$ cat src/rtl/i2c_cfg_pkg.sv
// Shared types for the I2C configuration sequencer: table op codes, FSM states,
// failure codes and the packed layout of one 26-bit table entry.
package i2c_cfg_pkg;

    localparam int ENTRY_W = 26;

    typedef enum logic [1:0] {
        OP_WRITE = 2'b00,
        OP_READ  = 2'b01,
        OP_DELAY = 2'b10,
        OP_END   = 2'b11
    } op_t;

    typedef enum logic [3:0] {
        S_IDLE,
        S_FETCH,
        S_DECODE,
        S_GAP,
        S_ISSUE,
        S_WAIT,
        S_CHECK,
        S_DLY,
        S_NEXT,
        S_FIN,
        S_FAIL
    } state_t;

    typedef enum logic [1:0] {
        FC_NONE    = 2'b00,
        FC_NACK    = 2'b01,
        FC_VERIFY  = 2'b10,
        FC_TIMEOUT = 2'b11
    } fail_code_t;

    // Field order is the bit layout of TBL_DATA: op in [25:24], data in [7:0].
    typedef struct packed {
        op_t        op;
        logic [7:0] dev_id;
        logic [7:0] reg_addr;
        logic [7:0] data;
    } entry_t;

endpackage

$ cat src/rtl/i2c_cfg_if.sv
// User-side handshake between the config sequencer (master modport) and the
// I2C bus master it drives (slave modport).
interface i2c_cfg_if;
    logic       M_TRIG;
    logic       M_RNW;
    logic [7:0] M_WRCYC;
    logic [7:0] M_RDCYC;
    logic [7:0] M_DEVICE_ID;
    logic [7:0] M_REG_ADDR;
    logic [7:0] M_WDATA;
    logic       M_WVLD;
    logic       M_RVLD;
    logic [7:0] M_RDATA;
    logic       M_ERROR;
    logic       M_END;

    modport master (
        output M_TRIG, M_RNW, M_WRCYC, M_RDCYC, M_DEVICE_ID, M_REG_ADDR, M_WDATA,
        input  M_WVLD, M_RVLD, M_RDATA, M_ERROR, M_END
    );

    modport slave (
        input  M_TRIG, M_RNW, M_WRCYC, M_RDCYC, M_DEVICE_ID, M_REG_ADDR, M_WDATA,
        output M_WVLD, M_RVLD, M_RDATA, M_ERROR, M_END
    );
endinterface

$ cat src/rtl/i2c_cfg_timer.sv
// Loadable down-counter with a zero flag; one instance serves the inter-transfer
// gap, the delay tick and the transfer timeout since they never overlap.
module i2c_cfg_timer #(
    parameter int W = 20
) (
    input  logic         CLK,
    input  logic         RST,
    input  logic         load,
    input  logic [W-1:0] load_value,
    output logic         zero
);
    logic [W-1:0] count;

    always_ff @(posedge CLK) begin
        if (RST) begin
            count <= '0;
        end else if (load) begin
            count <= load_value;
        end else if (count != '0) begin
            count <= count - W'(1);
        end
    end

    assign zero = (count == '0);
endmodule

$ cat src/rtl/i2c_cfg_sequencer.sv
// Table-driven I2C configuration sequencer: per entry issues a write, read or delay to the I2C master.
// Build option: define I2C_CFG_VERIFY_EN to compare read bytes with the entry data (mismatch fails).
module i2c_cfg_sequencer
    import i2c_cfg_pkg::*;
#(
    parameter int TBL_AW      = 5,
    parameter int RETRY_MAX   = 3,
    parameter int GAP_CYCLES  = 5000,
    parameter int DELAY_UNIT  = 50000,
    parameter int TIMEOUT_CYC = 500000
) (
    input  logic               CLK,
    input  logic               RST,
    input  logic               START,
    output logic               BUSY,
    output logic               DONE,
    output logic               FAIL,
    output logic [1:0]         FAIL_CODE,
    output logic [TBL_AW-1:0]  FAIL_IDX,
    output logic [TBL_AW-1:0]  TBL_ADDR,
    input  logic [ENTRY_W-1:0] TBL_DATA,
    i2c_cfg_if.master          m
);
    localparam int TMR_MAX_GD = (GAP_CYCLES > DELAY_UNIT) ? GAP_CYCLES : DELAY_UNIT;
    localparam int TMR_MAX    = (TIMEOUT_CYC > TMR_MAX_GD) ? TIMEOUT_CYC : TMR_MAX_GD;
    localparam int TMR_W      = $clog2(TMR_MAX + 1);
    localparam int RW         = $clog2(RETRY_MAX + 2);

    state_t            state, state_next;
    entry_t            tbl_entry;
    logic              start_ok, tmr_load, tmr_zero, fail_set, verify_bad;
    logic [TMR_W-1:0]  tmr_value;
    fail_code_t        fail_code_next, fail_code;
    logic [TBL_AW-1:0] tbl_addr, fail_idx;
    logic [RW-1:0]     retries;
    logic [7:0]        ticks, rdata, dev_id, reg_addr, wdata;
    logic              rnw, err, fail;
    logic              unused_wvld;

    assign tbl_entry   = entry_t'(TBL_DATA);
    assign unused_wvld = m.M_WVLD;

`ifdef I2C_CFG_VERIFY_EN
    assign verify_bad = rnw && (rdata != wdata);
`else
    logic [7:0] unused_rdata;
    assign unused_rdata = rdata;
    assign verify_bad   = 1'b0;
`endif

    i2c_cfg_timer #(.W(TMR_W)) u_timer (
        .CLK        (CLK),
        .RST        (RST),
        .load       (tmr_load),
        .load_value (tmr_value),
        .zero       (tmr_zero)
    );

    always_ff @(posedge CLK) begin
        if (RST) state <= S_IDLE;
        else     state <= state_next;
    end

    always_comb begin
        state_next     = state;
        start_ok       = 1'b0;
        tmr_load       = 1'b0;
        tmr_value      = '0;
        fail_set       = 1'b0;
        fail_code_next = FC_NONE;
        case (state)
            S_IDLE, S_FIN, S_FAIL: begin
                if (START) begin
                    state_next = S_FETCH;
                    start_ok   = 1'b1;
                end else begin
                    state_next = S_IDLE;
                end
            end
            S_FETCH: state_next = S_DECODE;
            S_DECODE: begin
                case (tbl_entry.op)
                    OP_WRITE, OP_READ: begin
                        state_next = S_GAP;
                        tmr_load   = 1'b1;
                        tmr_value  = TMR_W'(GAP_CYCLES);
                    end
                    OP_DELAY: begin
                        if (tbl_entry.data == 8'd0) begin
                            state_next = S_NEXT;
                        end else begin
                            state_next = S_DLY;
                            tmr_load   = 1'b1;
                            tmr_value  = TMR_W'(DELAY_UNIT - 1);
                        end
                    end
                    default: state_next = S_FIN;
                endcase
            end
            S_GAP: if (tmr_zero) state_next = S_ISSUE;
            S_ISSUE: begin
                state_next = S_WAIT;
                tmr_load   = 1'b1;
                tmr_value  = TMR_W'(TIMEOUT_CYC);
            end
            S_WAIT: begin
                if (m.M_END) begin
                    state_next = S_CHECK;
                end else if (tmr_zero) begin
                    state_next     = S_FAIL;
                    fail_set       = 1'b1;
                    fail_code_next = FC_TIMEOUT;
                end
            end
            S_CHECK: begin
                if (err) begin
                    if (retries < RW'(RETRY_MAX)) begin
                        state_next = S_GAP;
                        tmr_load   = 1'b1;
                        tmr_value  = TMR_W'(GAP_CYCLES);
                    end else begin
                        state_next     = S_FAIL;
                        fail_set       = 1'b1;
                        fail_code_next = FC_NACK;
                    end
                end else if (verify_bad) begin
                    state_next     = S_FAIL;
                    fail_set       = 1'b1;
                    fail_code_next = FC_VERIFY;
                end else begin
                    state_next = S_NEXT;
                end
            end
            // Each tick lasts DELAY_UNIT cycles; ticks counts the remaining ones.
            S_DLY: begin
                if (tmr_zero) begin
                    if (ticks == 8'd1) begin
                        state_next = S_NEXT;
                    end else begin
                        tmr_load  = 1'b1;
                        tmr_value = TMR_W'(DELAY_UNIT - 1);
                    end
                end
            end
            S_NEXT: state_next = (&tbl_addr) ? S_FIN : S_FETCH;
            default: state_next = S_IDLE;
        endcase
    end

    always_ff @(posedge CLK) begin
        if (RST) begin
            tbl_addr  <= '0;
            fail_idx  <= '0;
            fail      <= 1'b0;
            fail_code <= FC_NONE;
            retries   <= '0;
            ticks     <= '0;
            rdata     <= '0;
            err       <= 1'b0;
            rnw       <= 1'b0;
            dev_id    <= '0;
            reg_addr  <= '0;
            wdata     <= '0;
        end else begin
            if (start_ok) begin
                tbl_addr  <= '0;
                retries   <= '0;
                fail      <= 1'b0;
                fail_code <= FC_NONE;
                fail_idx  <= '0;
            end
            if (state == S_DECODE) begin
                ticks <= tbl_entry.data;
                if (tbl_entry.op == OP_WRITE || tbl_entry.op == OP_READ) begin
                    rnw      <= (tbl_entry.op == OP_READ);
                    dev_id   <= tbl_entry.dev_id;
                    reg_addr <= tbl_entry.reg_addr;
                    wdata    <= tbl_entry.data;
                end
            end
            if (state == S_ISSUE) rdata <= '0;
            if (state == S_WAIT && rnw && m.M_RVLD) rdata <= m.M_RDATA;
            if (state == S_WAIT && m.M_END) err <= m.M_ERROR;
            if (state == S_CHECK && state_next == S_GAP) retries <= retries + RW'(1);
            if (state == S_DLY && tmr_zero) ticks <= ticks - 8'd1;
            if (state == S_NEXT) begin
                retries <= '0;
                if (!(&tbl_addr)) tbl_addr <= tbl_addr + TBL_AW'(1);
            end
            if (fail_set) begin
                fail      <= 1'b1;
                fail_code <= fail_code_next;
                fail_idx  <= tbl_addr;
            end
        end
    end

    assign BUSY          = (state != S_IDLE) && (state != S_FIN) && (state != S_FAIL);
    assign DONE          = (state == S_FIN) || (state == S_FAIL);
    assign FAIL          = fail;
    assign FAIL_CODE     = fail_code;
    assign FAIL_IDX      = fail_idx;
    assign TBL_ADDR      = tbl_addr;
    assign m.M_TRIG      = (state == S_ISSUE);
    assign m.M_RNW       = rnw;
    assign m.M_WRCYC     = 8'd1;
    assign m.M_RDCYC     = 8'd1;
    assign m.M_DEVICE_ID = dev_id;
    assign m.M_REG_ADDR  = reg_addr;
    assign m.M_WDATA     = wdata;
endmodule

$ cat src/flat_wrapper.sv
// flat-port wrapper written by rule: the top's interface ports become plain ports
module i2c_cfg_sequencer_flat import i2c_cfg_pkg::*;
#(
    parameter int TBL_AW      = 5,
    parameter int RETRY_MAX   = 3,
    parameter int GAP_CYCLES  = 5000,
    parameter int DELAY_UNIT  = 50000,
    parameter int TIMEOUT_CYC = 500000
)
  (CLK, RST, START, BUSY, DONE, FAIL, FAIL_CODE, FAIL_IDX, TBL_ADDR, TBL_DATA, m_M_TRIG, m_M_RNW, m_M_WRCYC, m_M_RDCYC, m_M_DEVICE_ID, m_M_REG_ADDR, m_M_WDATA, m_M_WVLD, m_M_RVLD, m_M_RDATA, m_M_ERROR, m_M_END);
  i2c_cfg_if m_i ();
  input  logic CLK;
  input  logic RST;
  input  logic START;
  output logic BUSY;
  output logic DONE;
  output logic FAIL;
  output logic [1:0] FAIL_CODE;
  output logic [TBL_AW-1:0] FAIL_IDX;
  output logic [TBL_AW-1:0] TBL_ADDR;
  input  logic [ENTRY_W-1:0] TBL_DATA;
  output wire logic [$bits(m_i.M_TRIG)-1:0] m_M_TRIG;
  output wire logic [$bits(m_i.M_RNW)-1:0] m_M_RNW;
  output wire logic [$bits(m_i.M_WRCYC)-1:0] m_M_WRCYC;
  output wire logic [$bits(m_i.M_RDCYC)-1:0] m_M_RDCYC;
  output wire logic [$bits(m_i.M_DEVICE_ID)-1:0] m_M_DEVICE_ID;
  output wire logic [$bits(m_i.M_REG_ADDR)-1:0] m_M_REG_ADDR;
  output wire logic [$bits(m_i.M_WDATA)-1:0] m_M_WDATA;
  input wire logic [$bits(m_i.M_WVLD)-1:0] m_M_WVLD;
  input wire logic [$bits(m_i.M_RVLD)-1:0] m_M_RVLD;
  input wire logic [$bits(m_i.M_RDATA)-1:0] m_M_RDATA;
  input wire logic [$bits(m_i.M_ERROR)-1:0] m_M_ERROR;
  input wire logic [$bits(m_i.M_END)-1:0] m_M_END;
  assign m_M_TRIG = m_i.M_TRIG;
  assign m_M_RNW = m_i.M_RNW;
  assign m_M_WRCYC = m_i.M_WRCYC;
  assign m_M_RDCYC = m_i.M_RDCYC;
  assign m_M_DEVICE_ID = m_i.M_DEVICE_ID;
  assign m_M_REG_ADDR = m_i.M_REG_ADDR;
  assign m_M_WDATA = m_i.M_WDATA;
  assign m_i.M_WVLD = m_M_WVLD;
  assign m_i.M_RVLD = m_M_RVLD;
  assign m_i.M_RDATA = m_M_RDATA;
  assign m_i.M_ERROR = m_M_ERROR;
  assign m_i.M_END = m_M_END;
  i2c_cfg_sequencer #(.TBL_AW(TBL_AW), .RETRY_MAX(RETRY_MAX), .GAP_CYCLES(GAP_CYCLES), .DELAY_UNIT(DELAY_UNIT), .TIMEOUT_CYC(TIMEOUT_CYC)) u_core (.CLK(CLK), .RST(RST), .START(START), .BUSY(BUSY), .DONE(DONE), .FAIL(FAIL), .FAIL_CODE(FAIL_CODE), .FAIL_IDX(FAIL_IDX), .TBL_ADDR(TBL_ADDR), .TBL_DATA(TBL_DATA), .m(m_i));
endmodule
$ cat config.mk
export PLATFORM = sky130hd
export DESIGN_NAME = i2c_cfg_sequencer_flat
export DESIGN_NICKNAME = d
export VERILOG_FILES = /design/src/rtl/i2c_cfg_pkg.sv /design/src/rtl/i2c_cfg_if.sv /design/src/rtl/i2c_cfg_timer.sv /design/src/rtl/i2c_cfg_sequencer.sv /design/src/flat_wrapper.sv
export SDC_FILE = /design/constraint.sdc
export NUM_CORES = 1
export LEC_CHECK = 0
export BUFFER_PORTS_ARGS = -buffer_cell sky130_fd_sc_hd__buf_2
export CAP_MARGIN = 20
export CORE_MARGIN = 2
export CORE_UTILIZATION = 39
export CTS_BUF_LIST = sky130_fd_sc_hd__clkbuf_4
export CTS_CLUSTER_SIZE = 30
export DETAILED_ROUTE_END_ITERATION = 16
export PLACE_DENSITY = 0.65
export SYNTH_ARGS = -nofsm -noshare
export SYNTH_HDL_FRONTEND = slang
export SYNTH_SLANG_ARGS = --single-unit
$ cat constraint.sdc
create_clock -name CLK -period 7.1 [get_ports CLK]
set_input_delay 1.42 -clock CLK [delete_from_list [all_inputs] [get_ports CLK]]
set_output_delay 1.42 -clock CLK [all_outputs]
set_load 0.05 [all_outputs]
==> out/qor.txt, run 1 <==
status: finished, final reports clean
critical path arrival: 2.21 ns
post-synthesis sequential element count: 72
FF/Latch Area: 1440 sq um
Placed Cells: 639
GPL Wtd Cong: 0.884
Die H: 102 um
Worst R2R Setup Slack: 3.85 ns
Max Cap Viol: 0
VDD IR max: 0.138 mV
Overflow after GRT: 0
critical path type: flip-flop to output pin
vias per std cell: 5.49
# IOs: 98
DPL Wire Length: 6570 um
critical path startpoint: u_core.state[3]
H-tree depth: 3
Wirelength per Cell: 14.3 um
DR vias: 3603
slowest cell on the critical path: dfxtp_1
number of port buffers: 71
Top delay family on crit path: buffers and inverters
XOR/XNOR share of the synthesized area: 2.59%
post-synthesis mux area share: 1.61%
Layout area overhead: 13.4%
total CTS buffers: 9
Worst Tran Pin Value: 0.878 ns
met1 Use GR: 24.3%
power per cell area: 323 nW/um^2
first-pass GRT wire length: 15500 um
CP endpoint kind: output pin
initial antenna violation count: 0
clock slew at reported path FFs: 0.11 ns
Post-synth EDFFs: 0
Starting Density: 40.3%
Worst R2R Path Depth: 5
final hold viol count: 0
Post-Synth Simple-Gate Area: 26.8%
busiest layer in global routing: met2
Multi-input gate area: 2060 sq um
main combinational cell family by area after synthesis: simple AND/OR/NAND/NOR gates
clock root buffer: clkbuf_4
register area share after synthesis: 38.7%
Setup-failing EPs final: 0
clk_lat worst skew: 0.41 ns
syn avg cell area: 7.99 sq um
Synth Area in Compound Gates: 20.6%
filler cell count in the final layout: 940
share of cells above drive strength 1: 19.4%
Post-CTS Hold Buffers: 0
largest cells by area after synthesis: dfxtp_1 (39%), nand2_1 (7.2%), a21oi_1 (7.1%)
Crit. path cell count: 4
leak pwr: 1.71 nW
Clock Tree Buf Depth: 2
Cell Chain, Critical Path: nand2b_1 > or3_1 > clkinv_1 > buf_2
ys flop type: dfxtp_1
vias in the first global route: 3332
worst-path maximum fanout: 13
largest net degree at the start of global routing: 62
Total GRT Usage: 18.4%
Yosys Warn Count: 0
fin crit period: 3.63 ns
Critical Path End: m_M_TRIG
Synth area leader: dfxtp_1
Slew Limit Fails: 0
Routed WL: 9400 um
Post-Synthesis Cells: 466
n_diodes: 0
clock tree from TritonCTS: built
top-area cell type share of the netlist area: 38.7%
CP startpoint kind: flip-flop
Fin Setup TNS: 0 ns
setup bufs post-CTS: 0
Mapped Area: 3720 sq um
commonest non-fill, non-tap cells in the layout: dfxtp_1 (72), nand2_1 (71), buf_2 (71)
post-synthesis cell type count: 59
unrepaired setup endpoints after global routing: false
Crit Reg-Reg Endpoint: u_core.ticks[7]
r2r startpoint: u_core.u_timer.count[4]
Routed Antenna Nets: 0
most common cell after layout, fill and taps aside: dfxtp_1
Die W: 102 um
Adder-Cell Fraction of Synth Area: 2.02%
row count: 35
WP buf/inv: 2
Worst EP required: 5.68 ns
Async S/R FF share, synth: 0%
Clock Sink Count: 72
DRC: 0
area of the die: 10300 sq um
Slew headroom: 41.0%
non-filler cells, final: 656
Final Skew: 0.0137 ns
Layout Nets: 569
Hold Crit Class: flip-flop to flip-flop
GRT met3 Usage: 3.52%
CTS resizes: 0
CORE AREA: 9240 sq um
final period utilization: 51.1%
iteration count of the initial detailed-routing pass: 5
Max Clk Rate: 276 MHz
CP peak stage delay: 0.61 ns
drt initial violations: 177
met2 usage: 29.6%
## flip-flops by register name (all words and copies together), names as in the netlist
name                  flops
u_core.FAIL_CODE          2
u_core.FAIL_IDX           5
u_core.TBL_ADDR           5
u_core.err                1
u_core.m.M_DEVICE_ID      8
u_core.m.M_REG_ADDR       8
u_core.m.M_RNW            1
u_core.m.M_WDATA          8
u_core.retries            3
u_core.state              4
u_core.ticks              8
u_core.u_timer.count     19
## metal layers
metal  vias up  wire length, um
met1      1670             4220
met2       140             4440
li1       1771                -
met5         -                0
met3        22              534
met4         0              214
## report_power, final
group          internal [mW]  switching, mW
Clock                  0.110          0.145
Sequential             0.462         0.0645
Combinational          0.207          0.375
Total                  0.778          0.584
## worst min-delay path by stage
stage	end	slack, ns	from	depth (start not counted)
after global placement	u_core.m.M_REG_ADDR[2]	0.44	u_core.m.M_REG_ADDR[2]	2
after global routing	u_core.m.M_DEVICE_ID[6]	0.48	u_core.m.M_DEVICE_ID[6]	2
final	u_core.m.M_WDATA[2]	0.46	u_core.m.M_WDATA[2]	2
after detailed placement	u_core.m.M_REG_ADDR[0]	0.44	u_core.m.M_REG_ADDR[0]	2
after floorplan	u_core.ticks[1]	0.46	u_core.ticks[1]	2
after CTS	u_core.m.M_REG_ADDR[0]	0.46	u_core.m.M_REG_ADDR[0]	2
## metrics by stage
step / cell area (sq um) / hold slack [ns] / util [%] / power [mW] / setup slack [ns]
after floorplan: 3780 / 0.461 / - / 0.994 / 4.03
after global placement: 4080 / 0.439 / 44.2 / 1.09 / 3.59
after detailed placement: 4080 / 0.444 / 44.2 / 1.11 / 3.64
after CTS: 4220 / 0.460 / 45.6 / 1.37 / 3.50
after global routing: 4220 / 0.479 / 45.7 / 1.46 / 3.37
final: 4220 / 0.459 / 45.7 / 1.36 / 3.47
## area by class of cell
| type | instances | area share, % |
|---|---|---|
| timing repair buffer | 75 | 9.13 |
| inverter | 10 | 0.889 |
| tap | 129 | 3.82 |
| clock inverter | 6 | 1.42 |
| sequential | 72 | 34.1 |
| multi-input combinational | 354 | 48.8 |
| clock buffer | 10 | 1.78 |
## synthesized netlist by cell type (3+ instances only)
library cell	instances
o211ai_1	7
a22oi_1	5
clkbuf_1	24
nand2_1	71
xnor2_1	4
dfxtp_1	72
or3_1	6
or2_2	4
ha_1	6
nand3_1	19
or4_1	5
xor2_1	7
nor2_1	22
mux2i_1	6
nor4b_1	3
buf_4	18
nor3_1	10
a31oi_1	14
nor4_1	11
nand4_1	8
o21bai_1	3
a211oi_1	3
nand2b_1	5
a21oi_1	53
a21o_1	5
and3_1	5
o21ai_0	14
inv_1	9
and2_1	3
nand4b_1	3
nand3b_1	4
## cells by family (layout without fill, tap and decap cells)
| group | Yosys count | after routing |
|---|---|---|
| fa+ha+maj | 6 | 6 |
| other cells | 2 | 16 |
| buf+inv | 54 | 101 |
| mux | 6 | 6 |
| compound gates | 124 | 124 |
| flops | 72 | 72 |
| simple gates | 191 | 191 |
| xor+xnor | 11 | 11 |
## worst min-delay path: stages (launching register included)
cell	delay, ns
dfxtp_1	0.32
nand2_1	0.05
a21oi_1	0.05
(Power assumes the default switching activity.)
==> inputs of run 2 (changes only) <==
- PLACE_DENSITY: 0.65 -> 0.67
- clock period: 7.1 -> 3.2 ns (I/O delays scaled with it)
==> out/qor.txt, run 2 (synthesis gave the netlist of run 1 again) <==
Post-CTS Hold Buffers: 0
filler cell count in the final layout: 913
Hold WS: 0.454 ns
status: finished, final reports clean
fin crit period: 2.79 ns
Multi-input gate area: 2060 sq um
unrepaired setup endpoints after global routing: false
Setup-failing EPs final: 0
met2 usage: 30.5%
fin worst setup slack: 0.412 ns
CORE AREA: 9240 sq um
Placed Cells: 651
CP startpoint kind: flip-flop
Routed Antenna Nets: 0
drt initial violations: 156
DRC: 0
Layout area overhead: 16.7%
Worst R2R Path Depth: 7
GRT met3 Usage: 4.07%
Hold Crit Class: input port to flip-flop
critical path arrival: 3.10 ns
Clock Sink Count: 72
Die H: 102 um
met1 Use GR: 24.3%
Psw: 1.30 mW
largest reg by FF count: u_core.u_timer.count
Worst EP required: 3.51 ns
CP endpoint kind: flip-flop
Hold Path Sink: u_core.m.M_DEVICE_ID[7]
Max Cap Viol: 0
HP Start: TBL_DATA[23]
Starting Density: 40.3%
most common cell after layout, fill and taps aside: dfxtp_1
total CTS buffers: 9
Net Sw Frac: 40.2%
VDD IR max: 0.358 mV
worst-path maximum fanout: 8
busiest layer in global routing: met2
DPL Wire Length: 6860 um
Max Clk Rate: 359 MHz
critical path type: flip-flop to flip-flop
clock root buffer: clkbuf_4
Comb power frac: 42.1%
Clock Power Share: 22.2%
iteration count of the initial detailed-routing pass: 6
clock tree from TritonCTS: built
Total GRT Usage: 18.4%
clk_lat worst skew: 0.41 ns
Overflow after GRT: 0
fin util: 47.0%
CP peak stage delay: 0.74 ns
internal power: 1.94 mW
n_diodes: 0
final hold viol count: 0
pre-CTS setup slack: 0.497 ns
commonest non-fill, non-tap cells in the layout: dfxtp_1 (72), nand2_1 (71), buf_2 (71)
row count: 35
critical path startpoint: u_core.u_timer.count[0]
number of port buffers: 71
Cell Chain, Critical Path: inv_1 > ha_1 > nor4b_2 > nand3_1 > or4b_1 > a21boi_1 > a221oi_1
Worst Hold Depth: 3
CTS resizes: 0
vias per std cell: 5.49
Fin Setup TNS: 0 ns
share of cells above drive strength 1: 20.9%
largest net degree at the start of global routing: 27
H-tree depth: 3
sequential fraction of design power: 35.7%
Routed WL: 9580 um
Die W: 102 um
DR vias: 3655
initial antenna violation count: 0
Worst Tran Pin Value: 0.928 ns
setup bufs post-CTS: 0
power per cell area: 745 nW/um^2
Wirelength per Cell: 14.4 um
first-pass GRT wire length: 15500 um
r2r startpoint: u_core.u_timer.count[0]
GPL Wtd Cong: 0.892
final period utilization: 87.1%
# IOs: 98
max reg flops: 19
area of the die: 10300 sq um
Crit Reg-Reg Endpoint: u_core.u_timer.count[1]
clock slew at reported path FFs: 0.12 ns
Layout Nets: 580
slowest cell on the critical path: or4b_1
leak pwr: 1.79 nW
non-filler cells, final: 666
Final Skew: 0.0113 ns
Slew headroom: 38.0%
Slew Limit Fails: 0
vias in the first global route: 3294
FF/Latch Area: 1440 sq um
Clock Tree Buf Depth: 2
Worst R2R Setup Slack: 0.41 ns
[run 2: critical path, delay by kind of cell, from the launching register on]
| family | cells | cell delay [ns] |
|---|---|---|
| AO/OA/AOI/OAI | 2 | 0.55 |
| AND/OR/NAND/NOR | 3 | 1.51 |
| buffers and inverters | 1 | 0.08 |
| flip-flops | 1 | 0.35 |
| adder cells (fa/ha/maj) | 1 | 0.21 |
[run 2: per-stage QoR]
stage	power (mW)	instance area (sq um)
finish	3.24	4350
global route	3.44	4350
CTS	3.24	4350
detailed placement	2.51	4170
global placement	2.48	4170
floorplan	2.21	3780
[run 2: how the worst max path moves through the flow]
stage / to / cells past startpoint / slack [ns]
after global routing: u_core.u_timer.count[1] / 7 / 0.23
after CTS: m_M_TRIG / 4 / 0.43
after detailed placement: u_core.u_timer.count[11] / 5 / 0.50
after floorplan: u_core.u_timer.count[0] / 7 / 0.78
after global placement: u_core.u_timer.count[11] / 5 / 0.52
final: u_core.u_timer.count[1] / 7 / 0.41
[run 2: power groups by stage]
stage | Combinational, mW | Clock (mW) | Sequential (mW)
2_1_floorplan | 0.977 | 0 | 1.23
4_1_cts | 1.35 | 0.735 | 1.15
3_3_place_gp | 1.32 | 0 | 1.17
5_1_grt | 1.49 | 0.775 | 1.18
6_report | 1.36 | 0.719 | 1.16
3_5_place_dp | 1.34 | 0 | 1.17
[run 2: cell type report]
type | count | area share [%]
clock buffer | 11 | 1.90
clock inverter | 4 | 2.16
inverter | 10 | 0.864
multi-input combinational | 354 | 47.4
sequential | 72 | 33.2
tap | 129 | 3.71
timing repair buffer | 86 | 10.8
[run 2: layer usage]
metal / vias to the layer above / wire length [um]
li1: 1791 / -
met1: 1723 / 4230
met2: 130 / 4630
met3: 11 / 637
met4: 0 / 78
met5: - / 0
